## src/rtl/maze_solver.sv

```systemverilog
// Depth-first maze walker: marks visited cells in the external 16x16 bit map, keeps the path on a move stack.
// One strobe per cycle at most; the path is replayed after DONE under a valid/ready handshake.
module maze_solver #(
  parameter int STACK_DEPTH = 256,
  parameter int SP_W        = 9
) (
  input  logic            clk,
  input  logic            rst,
  input  logic            start,
  output logic [7:0]      loc,
  output logic            rd,
  output logic            wr,
  output logic            dIn,
  input  logic            dOut,
  output logic            busy,
  output logic            done,
  output logic            fail,
  output logic [SP_W-1:0] path_len,
  output logic [1:0]      move,
  output logic            move_valid,
  input  logic            move_ready
);
  localparam int IDX_W = $clog2(STACK_DEPTH);

  typedef enum logic [2:0] {S_IDLE, S_MARK, S_PROBE, S_CHECK, S_BACK, S_DONE, S_FAIL} state_t;

  state_t          state_q, state_d;
  logic [3:0]      x_q, x_d, y_q, y_d;
  logic [1:0]      dir_q, dir_d;
  logic [SP_W-1:0] sp_q, sp_d, len_q, len_d, idx_q, idx_d;
  logic [1:0]      stack_q [STACK_DEPTH];
  logic            push;
  logic [3:0]      nx, ny;
  logic            oob;
  logic [1:0]      top;

  // Neighbour in the current probe direction; oob flags a step off the grid edge.
  always_comb begin
    nx  = x_q;
    ny  = y_q;
    oob = 1'b0;
    case (dir_q)
      2'd0: begin nx = x_q + 4'd1; oob = (x_q == 4'd15); end
      2'd1: begin ny = y_q + 4'd1; oob = (y_q == 4'd15); end
      2'd2: begin nx = x_q - 4'd1; oob = (x_q == 4'd0);  end
      default: begin ny = y_q - 4'd1; oob = (y_q == 4'd0); end
    endcase
  end

  assign top = stack_q[IDX_W'(sp_q - SP_W'(1))];

  always_comb begin
    state_d    = state_q;
    x_d        = x_q;
    y_d        = y_q;
    dir_d      = dir_q;
    sp_d       = sp_q;
    len_d      = len_q;
    idx_d      = idx_q;
    push       = 1'b0;
    loc        = 8'd0;
    rd         = 1'b0;
    wr         = 1'b0;
    busy       = 1'b0;
    done       = 1'b0;
    fail       = 1'b0;
    move_valid = 1'b0;
    case (state_q)
      S_MARK: begin
        busy = 1'b1;
        wr   = 1'b1;
        loc  = {x_q, y_q};
        if (x_q == 4'd15 && y_q == 4'd15) begin
          len_d   = sp_q;
          idx_d   = '0;
          state_d = S_DONE;
        end else begin
          dir_d   = 2'd0;
          state_d = S_PROBE;
        end
      end
      S_PROBE: begin
        busy = 1'b1;
        if (oob) begin
          if (dir_q == 2'd3) state_d = S_BACK;
          else               dir_d   = dir_q + 2'd1;
        end else begin
          rd      = 1'b1;
          loc     = {nx, ny};
          state_d = S_CHECK;
        end
      end
      S_CHECK: begin
        busy = 1'b1;
        if (!dOut) begin
          push    = 1'b1;
          sp_d    = sp_q + SP_W'(1);
          x_d     = nx;
          y_d     = ny;
          state_d = S_MARK;
        end else if (dir_q != 2'd3) begin
          dir_d   = dir_q + 2'd1;
          state_d = S_PROBE;
        end else begin
          state_d = S_BACK;
        end
      end
      S_BACK: begin
        busy = 1'b1;
        if (sp_q == '0) begin
          len_d   = '0;
          state_d = S_FAIL;
        end else begin
          sp_d = sp_q - SP_W'(1);
          // Undo the popped move by stepping the opposite way.
          case (top)
            2'd0:    x_d = x_q - 4'd1;
            2'd1:    y_d = y_q - 4'd1;
            2'd2:    x_d = x_q + 4'd1;
            default: y_d = y_q + 4'd1;
          endcase
          if (top != 2'd3) begin
            dir_d   = top + 2'd1;
            state_d = S_PROBE;
          end
        end
      end
      S_DONE: begin
        done       = 1'b1;
        move_valid = (idx_q < len_q);
        if (move_valid && move_ready) idx_d = idx_q + SP_W'(1);
      end
      S_FAIL: fail = 1'b1;
      default: ;
    endcase
    if ((state_q == S_IDLE || state_q == S_DONE || state_q == S_FAIL) && start) begin
      x_d     = 4'd0;
      y_d     = 4'd0;
      dir_d   = 2'd0;
      sp_d    = '0;
      len_d   = '0;
      idx_d   = '0;
      state_d = S_MARK;
    end
  end

  assign dIn      = wr;
  assign path_len = len_q;
  assign move     = move_valid ? stack_q[idx_q[IDX_W-1:0]] : 2'd0;

  always_ff @(posedge clk or posedge rst) begin
    if (rst) begin
      state_q <= S_IDLE;
      x_q     <= 4'd0;
      y_q     <= 4'd0;
      dir_q   <= 2'd0;
      sp_q    <= '0;
      len_q   <= '0;
      idx_q   <= '0;
    end else begin
      state_q <= state_d;
      x_q     <= x_d;
      y_q     <= y_d;
      dir_q   <= dir_d;
      sp_q    <= sp_d;
      len_q   <= len_d;
      idx_q   <= idx_d;
    end
  end

  always_ff @(posedge clk) begin
    if (push) stack_q[sp_q[IDX_W-1:0]] <= dir_q;
  end
endmodule

```

## config.mk

```make
export PLATFORM = sky130hd
export DESIGN_NAME = maze_solver
export DESIGN_NICKNAME = d
export VERILOG_FILES = /design/src/rtl/maze_solver.sv
export SDC_FILE = /design/constraint.sdc
export NUM_CORES = 1
export LEC_CHECK = 0
export ABC_AREA = 1
export CAP_MARGIN = 20
export CORE_MARGIN = 3
export CORE_UTILIZATION = 53
export CTS_BUF_LIST = sky130_fd_sc_hd__clkbuf_8
export DETAILED_ROUTE_END_ITERATION = 10
export PLACE_DENSITY = 0.75
export SYNTH_ARGS = -nofsm -noshare
export SYNTH_HDL_FRONTEND = slang
export SYNTH_SLANG_ARGS = --single-unit
```

## constraint.sdc

```tcl
create_clock -name clk -period 9.37 [get_ports clk]
set_clock_uncertainty 0.15 [all_clocks]
set_input_delay 1.874 -clock clk [delete_from_list [all_inputs] [get_ports clk]]
set_output_delay 1.874 -clock clk [all_outputs]
set_load 0.02 [all_outputs]
```

==> flow_summary.json <==
{
  "outcome": "complete, no violations",
  "rsz0062_at_grt": "no",
  "drive_gt1_frac": 0.0674,
  "dp_hpwl_um": 51700,
  "synthesis.nets": 3460,
  "crit_required_ns": 7.35,
  "cpMaxStageDelayCell": "buf_4",
  "grt_pass1_vias": 24600,
  "synth-seq-cells": 552,
  "pre_cts_ws_ns": 3.11,
  "relSlewSlack": 0.236,
  "p_int_mw": 5.23,
  "grt_max_degree": 195,
  "die_w_um": 243,
  "tns_ns": 0,
  "cts_hold_buf": 0,
  "syn2layout_area_growth_pct": 7.68,
  "yosys_warnings": 0,
  "power.clock.fraction": 0.225,
  "p_seq_frac": 0.335,
  "coreArea_sq_um": 55300,
  "critPathMaxFanout": 133,
  "fin_cells": 4163,
  "die-area_sq_um": 58900,
  "clkSlewWorstSetupHoldPaths_ns": 0.06,
  "sw_frac_of_total": 0.446,
  "crit_path_end_kind": "primary output",
  "critPathBufInv": 3,
  "cts_made_buffers": 91,
  "wl_per_cell_um": 22.2,
  "initial_core_util": 0.537,
  "cts_max_level": 3,
  "hp-class": "reg -> reg",
  "fmax_ghz": 0.140,
  "tightestPinTransition_ns": 1.15,
  "cts_sinks": 552,
  "vias": 26400,
  "fin_crit_ns": 7.13,
  "fin_crit_sh": 0.761,
  "cp_top_family": "buffers and inverters",
  "ios": 31,
  "clk-insertion-delay-late_ns": 0.69,
  "cpMostUsedCell": "nand3_1",
  "numPortBuffers": 30,
  "yosysSeqAreaShare": 0.551,
  "drtAntennaViolNets": 0,
  "arrival_ns": 5.11,
  "grt_pass1_wl_um": 141000,
  "grt_use_total": 0.307,
  "cts_tree": "yes",
  "antenna_found_initial": 2,
  "cellPowerDensity_nw_per_um2": 295,
  "root_buffer": "clkbuf_8",
  "setup_viol": 0,
  "p_switching_mw": 4.21,
  "worst-path-stages": 13,
  "drt-total-wl_um": 92300,
  "slowest_delay_ns": 0.80,
  "vias_per_cell": 6.33,
  "max-cap-violations": 0,
  "leakagePower_nw": 11.8,
  "critical_path_class": "reg -> out",
  "timing.final.ws_setup_ns": 2.24,
  "cts_resized": 0,
  "syn_area_per_cell_sq_um": 8.64,
  "grt_overflow": 0,
  "drtPass1Iterations": 7,
  "rows": 86,
  "reg2reg_depth": 19,
  "slew_violations": 0,
  "post_cts_buffers": 0,
  "n_fill_cell": 4854,
  "die_h_um": 243,
  "drcViolationCount": 0,
  "dp_cells": 3996,
  "min_path_cells": 2,
  "final-hold-violation-count": 0,
  "synth_cells": 3437,
  "yosysUniqueCellTypes": 46,
  "syn_area_sq_um": 29700,
  "crit_chain": "inv_8 -> buf_4 -> a21oi_1 -> o21ai_0 -> o21ai_0 -> o211ai_1 -> nand3_1 -> nand3_1 -> nand3_1 -> nand3_1 -> nand2_1 -> a31oi_1 -> clkdlybuf4s50_1",
  "routabilityCongestion": 0.929,
  "cts_buffer_depth": 3,
  "combPwrFrac": 0.441,
  "initialDrtViolationCount": 4101,
  "startpoint_type": "register",
  "peakVddDrop_uv": 272,
  "nNetsFinal": 3364
}
## through the flow
step / hold slack (ns) / util / power, mW / area (sq um)
6_report: 0.404 / 0.578 / 9.44 / 32000
3_5_place_dp: 0.396 / 0.546 / 7.21 / 30200
5_1_grt: 0.447 / 0.578 / 9.89 / 32000
4_1_cts: 0.409 / 0.578 / 9.30 / 32000
2_1_floorplan: 0.359 / - / 6.07 / 29700
3_3_place_gp: 0.387 / 0.546 / 7.18 / 30200
## flip-flops by register name, summed over array words and instances, names as in the netlist
| signal | count |
|---|---|
| stack_q | 512 |
| idx_q | 9 |
| path_len | 9 |
| sp_q | 9 |
| x_q | 4 |
| y_q | 4 |
| state_q | 3 |
| dir_q | 2 |
## power by group through the flow
stage / Clock [mW] / Sequential, mW / Combinational [mW]
after floorplan: 0 / 3.19 / 2.88
after global placement: 0 / 3.20 / 3.98
after detailed placement: 0 / 3.20 / 4.01
after CTS: 2.13 / 3.15 / 4.02
after global routing: 2.24 / 3.17 / 4.48
final: 2.12 / 3.16 / 4.16
## placed cells by master (no fill, tap or decap), types with 30 or more instances in the layout
cell             netlist  routed
o21ai_0              132     132
a221o_1               38      38
edfxtp_1             512     512
a21oi_1              216     216
nand3_1              764     764
nor2_1               326     326
clkbuf_8               0      95
buf_4                  6      46
inv_1                124     138
clkdlybuf4s50_1        0      30
dfrtp_1               40      33
nand2_1              848     847
## path summary, 6_finish.rpt
kind / start / end / slack (ns)
max: idx_q[0] / move[1] / 2.24
min: path_len[4] / path_len[4] / 0.40
max reg2reg: sp_q[0] / x_q[3] / 3.57
min reg2reg: path_len[4] / path_len[4] / 0.40
max in group asynchronous: rst / dir_q[0] / 7.17
min in group asynchronous: rst / state_q[0] / 1.47
## synthesized netlist by cell type (all sizes together)
library cell | count | area (sq um)
a2111oi | 1 | 8.76
a211oi | 1 | 7.51
a21oi | 217 | 1090
a221o | 38 | 380
a221oi | 3 | 26.3
a22oi | 2 | 15.0
a31oi | 5 | 31.3
buf | 134 | 678
clkbuf | 132 | 495
clkinv | 2 | 7.51
dfrtp | 40 | 1000
edfxtp | 512 | 15400
ha | 18 | 225
inv | 142 | 536
nand2 | 860 | 3270
nand3 | 769 | 3870
nand3b | 3 | 22.5
nand4 | 8 | 50.1
nor2 | 329 | 1250
nor3 | 6 | 41.3
nor4 | 2 | 18.8
o2111ai | 1 | 8.76
o211ai | 28 | 215
o21ai | 143 | 716
o21bai | 1 | 11.3
o221ai | 5 | 43.8
o22ai | 15 | 93.8
o31ai | 1 | 7.51
xnor2 | 3 | 26.3
xor2 | 16 | 178
## logic make-up (layout without fill, tap and decap cells)
group / count (synthesis) / in the layout / synth area share
simple gates: 1977 / 1977 / 0.287
other cells: 0 / 1 / 0
compound gates: 461 / 461 / 0.0894
fa+ha+maj: 18 / 18 / 0.00758
xor+xnor: 19 / 19 / 0.00687
buf+inv: 410 / 387 / 0.0578
flops: 552 / 552 / 0.551
## final cells by class
| cell class | instances | area (sq um) | area share |
|---|---|---|---|
| Sequential cell | 552 | 16400 | 0.513 |
| Multi-Input combinational cell | 2475 | 11600 | 0.363 |
| Clock buffer | 95 | 1310 | 0.0409 |
| Tap cell | 748 | 936 | 0.0293 |
| Timing Repair Buffer | 77 | 666 | 0.0208 |
| Inverter | 144 | 561 | 0.0175 |
| Clock inverter | 71 | 489 | 0.0153 |
| Antenna cell | 1 | 2.50 | 0.0000782 |
## worst register-to-register path, cell delays in order, from the launching register on
cell     delay (ns)
dfrtp_4        1.10
inv_6          0.51
ha_4           0.35
nand2_1        0.08
nand2_2        0.53
inv_2          0.56
buf_4          0.76
nand3_1        0.19
nand3_1        0.14
nand3_1        0.13
nand3_1        0.18
nand3_1        0.22
nand3_2        0.22
nand2_4        0.11
inv_2          0.12
nand2_1        0.09
nand2_1        0.06
nand3_1        0.06
nand2_1        0.08
nand2_1        0.06
## routing by layer
layer  part of all wire  vias to the layer above  global-route usage
li1                   -                    11800                   -
met1               0.38                    12300               0.418
met2               0.43                     1881               0.467
met3               0.14                      380              0.0735
met4              0.051                        2               0.148
met5            0.00014                        -                   0
(Power assumes the default switching activity.)
